File: src/rtl/std_fp_sdiv_iter.sv
// std_fp_sdiv_iter: multi-cycle signed fixed-point restoring divider, one quotient bit per cycle, go/done handshake.
module std_fp_sdiv_iter #(
  parameter int WIDTH = 32,
  parameter int INT_WIDTH = 16,
  parameter int FRACT_WIDTH = 16
) (
  input  logic             clk,
  input  logic             reset_n,
  input  logic             go,
  input  logic [WIDTH-1:0] left,
  input  logic [WIDTH-1:0] right,
  output logic [WIDTH-1:0] out_quotient,
  output logic [WIDTH-1:0] out_remainder,
  output logic             done
);
  localparam int N = INT_WIDTH + 2 * FRACT_WIDTH;
  localparam int CW = $clog2(N);
  localparam logic [CW-1:0] LAST = CW'(N - 1);
  localparam logic [1:0] S_IDLE = 2'd0, S_RUN = 2'd1, S_DONE = 2'd2;
  logic [1:0] state;
  logic [CW-1:0] count;
  logic [N-1:0] dvd;
  logic [WIDTH:0] rem, trial, sub;
  logic [WIDTH-1:0] dsr, abs_l, abs_r, q_res, r_res;
  logic neg_q, neg_r, ge;
  always_comb begin
    abs_l = left[WIDTH-1] ? -left : left;
    abs_r = right[WIDTH-1] ? -right : right;
    trial = {rem[WIDTH-1:0], dvd[N-1]};
    ge = rem[WIDTH] | (trial >= {1'b0, dsr});
    sub = trial - {1'b0, dsr};
    q_res = neg_q ? -dvd[WIDTH-1:0] : dvd[WIDTH-1:0];
    r_res = neg_r ? -rem[WIDTH-1:0] : rem[WIDTH-1:0];
  end
  // dvd holds the shifted dividend and collects quotient bits from the right
  always_ff @(posedge clk or negedge reset_n) begin
    if (!reset_n) begin
      state <= S_IDLE;
      count <= '0;
      dvd <= '0;
      rem <= '0;
      dsr <= '0;
      neg_q <= 1'b0;
      neg_r <= 1'b0;
      out_quotient <= '0;
      out_remainder <= '0;
      done <= 1'b0;
    end else begin
      done <= 1'b0;
      case (state)
        S_IDLE: if (go) begin
          neg_q <= left[WIDTH-1] ^ right[WIDTH-1];
          neg_r <= left[WIDTH-1];
          dsr <= abs_r;
          count <= '0;
          if (right == '0) begin
            dvd <= '0;
            rem <= {1'b0, abs_l};
            state <= S_DONE;
          end else begin
            dvd <= {abs_l, {FRACT_WIDTH{1'b0}}};
            rem <= '0;
            state <= S_RUN;
          end
        end
        S_RUN: begin
          rem <= ge ? sub : trial;
          dvd <= {dvd[N-2:0], ge};
          count <= count + 1'b1;
          if (count == LAST) state <= S_DONE;
        end
        S_DONE: begin
          out_quotient <= q_res;
          out_remainder <= r_res;
          done <= 1'b1;
          state <= S_IDLE;
        end
        default: state <= S_IDLE;
      endcase
    end
  end
endmodule
File: config.mk
export PLATFORM = sky130hd
export DESIGN_NAME = std_fp_sdiv_iter
export DESIGN_NICKNAME = d
export VERILOG_FILES = /design/src/rtl/std_fp_sdiv_iter.sv
export SDC_FILE = /design/constraint.sdc
export NUM_CORES = 1
export LEC_CHECK = 0
export BUFFER_PORTS_ARGS = -buffer_cell sky130_fd_sc_hd__buf_2
export CORE_ASPECT_RATIO = 1.5
export CORE_MARGIN = 2
export CORE_UTILIZATION = 60
export DETAILED_ROUTE_END_ITERATION = 10
export PLACE_DENSITY = 0.79
export SKIP_CTS_REPAIR_TIMING = 1
export SYNTH_ARGS = -nofsm -noshare
export SYNTH_HDL_FRONTEND = slang
export SYNTH_SLANG_ARGS = --single-unit
File: constraint.sdc
create_clock -name clk -period 3.86 [get_ports clk]
set_clock_uncertainty 0.2 [all_clocks]
set_input_delay 0.772 -clock clk [delete_from_list [all_inputs] [get_ports clk]]
set_output_delay 0.772 -clock clk [all_outputs]
set_load 0.02 [all_outputs]
==> results.cfg <==
[status]
status = complete, no violations

[route]
num_vias = 10750
first_pass_iters = 8
finalWirelength_um = 33200
route.detailed.drc = 0
wl_per_cell_um = 18.92
drtIter0Drc = 903
ant_nets = 0
vias_per_cell = 6.123

[pwr]
pwr-share-seq = 0.287
leakage_nw = 6.176
power_density_mw_per_mm2 = 899.6
p_clk_frac = 0.155
intPower_mw = 6.742
switchingPower_mw = 5.395
vdd_drop_max_v = 0.0004533
swShare = 0.4445
pwr-share-comb = 0.558

[setup_path]
worstPathMaxFanout = 8
path_class = flop to flop
cp-end-kind = flop
slowest_delay_ns = 0.52
worstSetupStartpointType = flop
required_ns = 3.98
crit_top_cell = nor2_1
critPathArrivalTime_ns = 3.74
path_cells = ha_1 -> a21oi_1 -> o21ai_0 -> and3_1 -> o31a_1 -> a41oi_1 -> o21a_1 -> buf_4 -> nor2_1 -> a2111oi_0 -> nor2_1
crit_buf_inv = 1
cp_slowest_cell = a41oi_1
path_delay_family = compound AO/OA/AOI/OAI gates

[floorplanning]
core_area_mm2 = 0.01916
io_pins = 132
die_w_um = 118.3
initial_core_util = 0.6135
die_area_mm2 = 0.02075
die_h_um = 175.4
std_cell_rows = 62

[layout]
area_growth_pct = 14.76
diodes = 0
final_nets = 1592
instances_no_fill = 1755
drive_gt1_frac = 0.1488

[logic_synthesis]
postSynthNetCount = 1472
synth_seq_cells = 188
yosysWarnings = 0
synth_edf_count = 0
synth_cell_types = 61
synthTopCellsByCount = nand2_1, dfrtp_1, o21ai_0
ys_seq_area_frac = 0.4002
synth.avg_cell_area_um2 = 8.599
netlist_instances = 1367
synthFlopType = dfrtp_1
yosysMostFrequentCell = nand2_1
ys_top_cells_by_area = dfrtp_1, xor2_1, o21ai_0
synth_top_cell_by_area = dfrtp_1
postSynth.asyncResetShare = 1.000
syn-cell-area_mm2 = 0.01176
synth_top_area_frac = 0.4002

[timing]
worst_slew_pin_slew_ns = 1.079
layout_setup_ws_ns = 0.2449
fin_crit_sh = 0.9365
setup_tns_ns = 0
rsz0062_at_grt = no
period_minus_slack_ns = 3.615
hold_viol_final = 0
setup_viol = 0
drv_slew = 0
relSlewSlack = 0.2805
max_freq_mhz = 276.6

[cts]
clk_pin_slew_ns = 0.07
clockBufferDepth = 2
clock_latency_ns = 0.45
clock-sinks = 188
root_buffer = clkbuf_16
cts_buffers = 17
cts_max_level = 4
tritoncts = done

[grt]
overflow = 0
grt_start_max_net_pins = 75
grt_pass1_vias = 10240
antenna_found_initial = 0
grt_pass1_wl_um = 53240
grtUsageTotal = 0.3241

[worst_hold_path]
hold_path.class = input pin to asynchronous set/reset pin

[placed_design]
io_buffers = 131
dp_slack_ns = 0.03562
dp_hpwl_um = 24370
finalWeightedCongestion = 0.9868
dp.cells = 1724

[run]
maxCapViolCount = 0
## power by group through the flow
stage	Combinational (mW)	Clock [mW]	Sequential, mW
2_1_floorplan	4.90	0	3.28
3_3_place_gp	6.48	0	3.44
3_5_place_dp	6.62	0	3.47
4_1_cts	6.71	1.90	3.45
5_1_grt	7.51	1.96	3.56
6_report	6.77	1.88	3.48
## final timing paths
kind	start	end	slack (ns)	cells after the start
setup / recovery	rem[7]$_DFFE_PN0P_	rem[24]$_DFFE_PN0P_	0.24	11
hold / removal	reset_n	out_quotient[6]$_DFFE_PN0P_	0.05	1
setup reg to reg	rem[7]$_DFFE_PN0P_	rem[24]$_DFFE_PN0P_	0.24	11
hold reg to reg	out_quotient[13]$_DFFE_PN0P_	out_quotient[13]$_DFFE_PN0P_	0.27	2
max in group asynchronous	reset_n	count[4]$_DFFE_PN0P_	2.54	2
min in group clk	out_quotient[13]$_DFFE_PN0P_	out_quotient[13]$_DFFE_PN0P_	0.27	2
## cell type report
cell class | count | area (um2)
clock buffer | 20 | 456.7
clock inverter | 11 | 157.7
fill | 1600 | 5670
inverter | 47 | 176.4
multi-input combinational | 1059 | 6603
sequential | 188 | 4705
tap | 256 | 320.3
timing repair buffer | 174 | 1072
## metrics by stage
step	utilization	hold slack, ns	power [mW]	instance area [um2]
6_report	0.7041	0.04770	12.14	13490
2_1_floorplan	-	0.2436	8.187	11760
3_3_place_gp	0.6720	0.2559	9.929	12880
3_5_place_dp	0.6720	0.2643	10.09	12880
4_1_cts	0.7041	0.05454	12.06	13490
5_1_grt	0.7041	0.07499	13.03	13490
## flip-flops by register name (all words and copies together), names as in the netlist
name           cells
dvd               48
rem               33
dsr               32
out_quotient      32
out_remainder     32
count              6
state              2
done               1
neg_q              1
neg_r              1
## cell families after synthesis
logic type               after synthesis  share of synthesized area
flip-flops                           188                     0.4002
XOR/XNOR                             147                     0.1095
adder cells (fa/ha/maj)               38                    0.04109
multiplexers                          11                   0.009367
AO/OA/AOI/OAI                        437                     0.2341
buffers and inverters                120                    0.03874
AND/OR/NAND/NOR                      426                     0.1670
## placed cells by master (no fill, tap or decap), types with 7 or more instances in the layout
| master | instances |
|---|---|
| a21o_1 | 17 |
| a21oi_1 | 76 |
| a221o_1 | 7 |
| a221oi_1 | 8 |
| a22o_1 | 14 |
| a31oi_1 | 8 |
| and3_1 | 7 |
| buf_12 | 7 |
| buf_2 | 130 |
| buf_4 | 36 |
| clkbuf_16 | 17 |
| dfrtp_1 | 188 |
| ha_1 | 37 |
| inv_1 | 47 |
| mux2i_1 | 11 |
| nand2_1 | 221 |
| nand2b_1 | 11 |
| nand3_1 | 15 |
| nand4_1 | 7 |
| nor2_1 | 80 |
| nor2b_1 | 10 |
| nor3_1 | 11 |
| o21a_1 | 9 |
| o21ai_0 | 184 |
| o221ai_1 | 17 |
| o31ai_1 | 32 |
| o41ai_1 | 20 |
| or2_2 | 8 |
| or3_1 | 8 |
| or4_1 | 18 |
| xnor2_1 | 36 |
| xor2_1 | 111 |
## layer usage
| metal | part of all wire | track usage | up-vias |
|---|---|---|---|
| met5 | 0 | 0 | - |
| met4 | 0.055 | 0.1687 | 0 |
| met3 | 0.058 | 0.04578 | 110 |
| met2 | 0.50 | 0.5633 | 439 |
| met1 | 0.39 | 0.3900 | 5089 |
| li1 | - | - | 5108 |
No activity file was read; power rests on OpenSTA's default activity.
